### config.mk
export PLATFORM = sky130hd
export DESIGN_NAME = seg_scan_dynamic
export DESIGN_NICKNAME = d
export VERILOG_FILES = /design/src/rtl/seg_pkg.sv /design/src/rtl/seg_hex_decoder.sv /design/src/rtl/seg_scan_dynamic.sv
export SDC_FILE = /design/constraint.sdc
export NUM_CORES = 1
export LEC_CHECK = 0
export CORE_UTILIZATION = 40
export DETAILED_ROUTE_END_ITERATION = 12
export GPL_TIMING_DRIVEN = 0
export PLACE_DENSITY_LB_ADDON = 0.15
export SYNTH_ARGS = -nofsm -noshare
export SYNTH_HDL_FRONTEND = slang
export SYNTH_SLANG_ARGS = --single-unit
### constraint.sdc
create_clock -name clk -period 4.3 [get_ports clk]
set_clock_uncertainty 0.15 [all_clocks]
set_input_delay 1.29 -clock clk [delete_from_list [all_inputs] [get_ports clk]]
set_output_delay 1.29 -clock clk [all_outputs]
set_load 0.005 [all_outputs]
### src/rtl/seg_pkg.sv
// Shared constants for the seven-segment scanner: active-low hex glyph table
// ({dp,g,f,e,d,c,b,a}, dp off) and the position of the decimal-point bit.
package seg_pkg;

   localparam int SEG_DP_BIT = 7;

   localparam logic [7:0] SEG_HEX_TABLE [16] = '{
      8'hC0, 8'hF9, 8'hA4, 8'hB0, 8'h99, 8'h92, 8'h82, 8'hF8,
      8'h80, 8'h90, 8'h88, 8'h83, 8'hC6, 8'hA1, 8'h86, 8'h8E
   };

endpackage

### src/rtl/seg_hex_decoder.sv
// Combinational nibble-to-segment decoder producing active-low segments;
// blank_i turns segments a..g off while the decimal point is still honoured.
module seg_hex_decoder
   import seg_pkg::*;
(
   input  logic [3:0] nibble_i,
   input  logic       blank_i,
   input  logic       dp_i,
   output logic [7:0] seg_n_o
);

   always_comb begin
      seg_n_o = SEG_HEX_TABLE[nibble_i];
      if (blank_i) seg_n_o[6:0] = 7'h7F;
      seg_n_o[SEG_DP_BIT] = ~dp_i;
   end

endmodule

### src/rtl/seg_scan_dynamic.sv
// Multiplexed seven-segment scanner with tear-free frame commit of loaded data.
// Optional leading-zero blanking is enabled by defining SEG_LZ_BLANK_EN.
module seg_scan_dynamic
   import seg_pkg::*;
#(
   parameter int DIGITS         = 6,
   parameter int SCAN_DIV       = 1000,
   parameter int SEL_ACTIVE_LOW = 1,
   parameter int SEG_ACTIVE_LOW = 1
) (
   input  logic                  clk,
   input  logic                  rst,
   input  logic [4*DIGITS-1:0]   data,
   input  logic [DIGITS-1:0]     dp,
   input  logic                  load,
   output logic [DIGITS-1:0]     sel,
   output logic [7:0]            seg,
   output logic                  frame_done
);

   localparam int CNT_W = $clog2(SCAN_DIV);
   localparam int IDX_W = $clog2(DIGITS);
   localparam int NIB_W = 4 * DIGITS;
   localparam logic [CNT_W-1:0]  CNT_LAST = CNT_W'(SCAN_DIV - 1);
   localparam logic [IDX_W-1:0]  IDX_LAST = IDX_W'(DIGITS - 1);
   localparam logic [DIGITS-1:0] SEL_OFF  = {DIGITS{SEL_ACTIVE_LOW != 0}};
   localparam logic [7:0]        SEG_OFF  = {8{SEG_ACTIVE_LOW != 0}};

   logic [CNT_W-1:0]  cnt_q, cnt_d;
   logic [IDX_W-1:0]  idx_q, idx_d;
   logic              started_q;
   logic [NIB_W-1:0]  pend_data_q, pend_data_d, disp_data_q, disp_data_d;
   logic [DIGITS-1:0] pend_dp_q, pend_dp_d, disp_dp_q, disp_dp_d;
   logic              pend_vld_q, pend_vld_d;
   logic [DIGITS-1:0] sel_q, sel_d, onehot;
   logic [7:0]        seg_q, seg_d, seg_raw;
   logic              frame_done_q;
   logic              tick, wrap;
   logic [3:0]        nibble;
   logic              nib_dp, blank;
   logic [DIGITS-1:0] blank_vec;

   // The first tick after reset shows digit 0 rather than advancing past it.
   always_comb begin
      tick        = (cnt_q == CNT_LAST);
      wrap        = tick && started_q && (idx_q == IDX_LAST);
      cnt_d       = tick ? '0 : cnt_q + 1'b1;
      idx_d       = idx_q;
      if (tick) idx_d = (!started_q || idx_q == IDX_LAST) ? '0 : idx_q + 1'b1;

      pend_data_d = pend_data_q;
      pend_dp_d   = pend_dp_q;
      pend_vld_d  = pend_vld_q;
      disp_data_d = disp_data_q;
      disp_dp_d   = disp_dp_q;
      if (load) begin
         pend_data_d = data;
         pend_dp_d   = dp;
         pend_vld_d  = 1'b1;
      end
      if (wrap) begin
         pend_vld_d = 1'b0;
         if (load) begin
            disp_data_d = data;
            disp_dp_d   = dp;
         end else if (pend_vld_q) begin
            disp_data_d = pend_data_q;
            disp_dp_d   = pend_dp_q;
         end
      end
   end

`ifdef SEG_LZ_BLANK_EN
   always_comb begin : lz_blank
      logic zero_above;
      blank_vec  = '0;
      zero_above = 1'b1;
      for (int i = DIGITS - 1; i >= 0; i--) begin
         zero_above   = zero_above && (disp_data_d[4*i +: 4] == 4'h0);
         blank_vec[i] = (i != 0) && zero_above;
      end
   end
`else
   assign blank_vec = '0;
`endif

   // Decode from the next-state display so a commit shows on the same update.
   always_comb begin
      nibble = disp_data_d[{idx_d, 2'b00} +: 4];
      nib_dp = disp_dp_d[idx_d];
      blank  = blank_vec[idx_d];
      onehot = {{(DIGITS-1){1'b0}}, 1'b1} << idx_d;
      sel_d  = (SEL_ACTIVE_LOW != 0) ? ~onehot : onehot;
      seg_d  = (SEG_ACTIVE_LOW != 0) ? seg_raw : ~seg_raw;
   end

   seg_hex_decoder u_dec (
      .nibble_i (nibble),
      .blank_i  (blank),
      .dp_i     (nib_dp),
      .seg_n_o  (seg_raw)
   );

   always_ff @(posedge clk or posedge rst) begin
      if (rst) begin
         cnt_q        <= '0;
         idx_q        <= '0;
         started_q    <= 1'b0;
         pend_data_q  <= '0;
         pend_dp_q    <= '0;
         pend_vld_q   <= 1'b0;
         disp_data_q  <= '0;
         disp_dp_q    <= '0;
         sel_q        <= SEL_OFF;
         seg_q        <= SEG_OFF;
         frame_done_q <= 1'b0;
      end else begin
         cnt_q        <= cnt_d;
         idx_q        <= idx_d;
         pend_data_q  <= pend_data_d;
         pend_dp_q    <= pend_dp_d;
         pend_vld_q   <= pend_vld_d;
         disp_data_q  <= disp_data_d;
         disp_dp_q    <= disp_dp_d;
         frame_done_q <= wrap;
         if (tick) begin
            started_q <= 1'b1;
            sel_q     <= sel_d;
            seg_q     <= seg_d;
         end
      end
   end

   assign sel        = sel_q;
   assign seg        = seg_q;
   assign frame_done = frame_done_q;

endmodule

==> metrics.md <==
| Metric | Value |
|---|---|
| Status | complete, no violations |
| GRT Total Usage | 0.186 |
| Leakage | roughly 2.3 nW |
| Area leader, netlist | dfrtp_1 |
| Crit share post-route | 0.962 |
| Max-cap violations | 0 |
| Register Area | 2270 um^2 |
| Clock Power Share | 0.355 |
| CP peak stage delay | around 470 ps |
| Ys flop type | dfrtp_1 |
| Worst path bufs/invs | 3 |
| Detailed-route vias per instance | 5.35 |
| Syn nets | 428 |
| Worst path slowest cell | or4b_1 |
| Final ANT Viol Nets | 0 |
| Die width | 107 um |
| Area contributors post-synth | dfrtp_1, mux2_2, dfstp_2, nor2_1, ha_1 |
| Clock Pin Slew Worst Setup and Hold Paths | 100 ps |
| Synth Cell Area | 4380 um^2 |
| Util after Layout | 0.503 |
| Hold/Removal Path Class | flop to flop |
| Worst hold slack | 339 ps |
| Peak supply drop | 142 uV |
| Clock Sinks | 90 |
| Vias in the first global route | about 3200 |
| Multi-input gate area | ~1900 um^2 |
| Worst Path Required | 4420 ps |
| Hold Violations, Final | 0 |
| Die area | 11400 um^2 |
| Filler cells | ~990 |
| Pwr/cell area | 305 nW/um^2 |
| Drt wl/cell | ~17 um |
| Post-Route WL | 9.72 mm |
| CTS tree | built |
| Later-pin clock latency in the skew report | 360 ps |
| Gpl congestion | 0.843 |
| Estimated wirelength of the detail-placed design | 6.93 mm |
| Drt pass-1 iters | 4 |
| Setup TNS | 0 ps |
| CTS Buf Count | 9 |
| Total power | between 1.5 and 2 mW |
| Flop pwr share | 0.557 |
| Final nets | between 400 and 500 |
| Row count | 37 |
| DRT iter0 DRCs | 135 |
| H-Tree Depth | 3 |
| DRC | 0 |
| Unrepaired setup endpoints after global routing | false |
| Cell Area, Placed | 5040 um^2 |
| EDFF count, synth | 0 |
| Critical path class | input pin to flop |
| Core Area | 10500 um^2 |
| Critical path arrival | 4250 ps |
| Final setup viols | 0 |
| CP max FO | 8 |
| Setup crit start kind | input pin |
| Yosys reg bits | 90 |
| Global-route wire length before repair | 16.4 mm |
| Delay-heaviest family, CP | compound AO/OA/AOI/OAI gates |
| Area grow syn2layout | 20.2% |
| Largest net degree at the start of global routing | 70 |
| Cell-internal power | 1.19 mW |
| Layout cells sized above 1 | 0.228 |
| Sw Pwr | 0.410 mW |
| Top achievable clock speed | 242 MHz |
| Syn avg cell area | 11.4 um^2 |
| Max_slew headroom | 0.628 |
| Crit path time final | 4140 ps |
| Boundary Pins | 48 |
| Synth Instances | 386 |
| Register area share after synthesis | 0.518 |
| Vias | 3138 |
| Sw frac | 0.256 |
| GRT overflow | 0 |
| Initial antenna violation count | 0 |
| Starting Density | 0.419 |
| Die Y | 107 um |
| Async set or reset register ratio after synthesis | 1.00 |
| Critical path, cell by cell | buf_2 > o2111a_1 > and4_1 > buf_6 > mux2_2 > and2_1 > a211oi_1 > o32ai_2 > inv_1 > ha_1 > or4b_1 > a211o_1 > o311ai_1 |
| Buffers on Ports | 46 |
| Crit end category | flop |
| Post-synth top area share | 0.434 |
| Clock root buffer | clkbuf_8 |
| Slew Viols, Final | 0 |
| Bufs on Longest Clock Path | 2 |
| Design area | between 5000 and 6000 um^2 |
| Actual slew at the worst max-slew pin | 558 ps |
| ANT cells | 0 |
| Synth Warn # | 0 |
| Netlist cell types | 64 |
| Comb power frac | 0.088 |
==> registers in the layout, indices dropped and copies added, names as in the netlist <==
signal	cells
cnt_q	10
idx_q	3
seg	8
started_q	1
pend_data_q	24
disp_data_q	24
disp_dp_q	6
frame_done	1
pend_dp_q	6
pend_vld_q	1
sel	6
==> Yosys cell counts (7+ instances only) <==
cell,count
a211oi_1,7
a21oi_1,15
a22oi_1,8
and2_1,7
buf_2,8
clkbuf_1,7
dfrtp_1,76
dfstp_2,14
ha_1,9
inv_1,11
mux2_2,37
nand2_1,20
nand3_1,16
nor2_1,33
o211ai_1,7
o21ai_0,17
o22a_1,8
==> final timing paths <==
check / from / cells past startpoint / endpoint / slack [ps]
hold reg to reg: seg[7] / 2 / seg[7] / 340
max in group asynchronous: rst / 3 / seg[7] / 2250
hold / removal: seg[7] / 2 / seg[7] / 340
setup / recovery: load / 13 / seg[3] / 160
min in group asynchronous: rst / 2 / cnt_q[8] / 1090
setup reg to reg: cnt_q[0] / 14 / seg[3] / 330
==> metal layers <==
layer / GRT usage / vias to the layer above / routed length, um
li1: - / 1516 / -
met1: 0.266 / 1559 / 4720
met2: 0.288 / 51 / 4610
met3: 0.0304 / 12 / 269
met5: 0 / - / 0
met4: 0.0646 / 0 / 114
==> stage by stage <==
| step | setup WS (ps) | instances |
|---|---|---|
| 6_report | 161 | 587 |
| 4_1_cts | 36.0 | 585 |
| 2_1_floorplan | 55.6 | 386 |
| 5_1_grt | 31.0 | 587 |
| 3_3_place_gp | -960 | 568 |
| 3_5_place_dp | -756 | 569 |
==> power groups by stage <==
stage | registers, mW | clock network [mW] | logic [mW]
2_1_floorplan | 0.907 | 0 | 0.0825
3_3_place_gp | 0.909 | 0 | 0.136
3_5_place_dp | 0.910 | 0 | 0.142
4_1_cts | 0.894 | 0.583 | 0.143
5_1_grt | 0.898 | 0.626 | 0.157
6_report | 0.893 | 0.570 | 0.141
==> what timing repair did <==
item	CTS	global route
pin swaps	0	2
endpoints found under the hold margin	0	0
endpoints found under the setup margin	7	2
hold buffers	0	0
resized for setup	3	4
setup buffers	0	2
==> cells by family after synthesis <==
| family | count (synthesis) | share of synthesized area |
|---|---|---|
| AND/OR/NAND/NOR | 104 | 0.123 |
| XOR/XNOR | 6 | 0.0120 |
| flip-flops | 90 | 0.518 |
| buffers and inverters | 37 | 0.0434 |
| adder cells (fa/ha/maj) | 9 | 0.0257 |
| AO/OA/AOI/OAI | 94 | 0.157 |
| multiplexers | 46 | 0.121 |
==> cell type report <==
| class | count | share of cell area |
|---|---|---|
| sequential | 90 | 0.431 |
| multi-input combinational | 259 | 0.366 |
| timing repair buffer | 49 | 0.0955 |
| tap | 136 | 0.0323 |
| buffer | 23 | 0.0280 |
| clock buffer | 10 | 0.0261 |
| clock inverter | 6 | 0.0105 |
| inverter | 14 | 0.0105 |
==> worst register-to-register path: stages, from the launching register on <==
cell      delay, ps
dfrtp_1         420
ha_1            260
and4b_4         230
nand4_1         150
buf_2           240
clkbuf_1        450
nor2_1          110
o22a_1          230
mux2i_1         230
o32ai_2         210
inv_1           180
ha_1            160
or4b_1          470
a211o_1         320
o311ai_1         90
==> placed cells by master (no fill, tap or decap), types with 6 or more instances in the layout <==
cell type / count
nor2_1: 33
a21oi_1: 15
nand3_1: 16
clkdlybuf4s50_1: 46
nand2_1: 20
and3_1: 6
o21ai_0: 17
a211oi_1: 7
o211ai_1: 7
a22oi_1: 8
buf_2: 6
clkbuf_8: 10
ha_1: 9
clkbuf_1: 6
inv_1: 10
dfrtp_1: 76
dfstp_2: 14
o22a_1: 8
and2_1: 7
mux2_2: 37
a31oi_1: 6
Power figures use the tool's default switching activity.
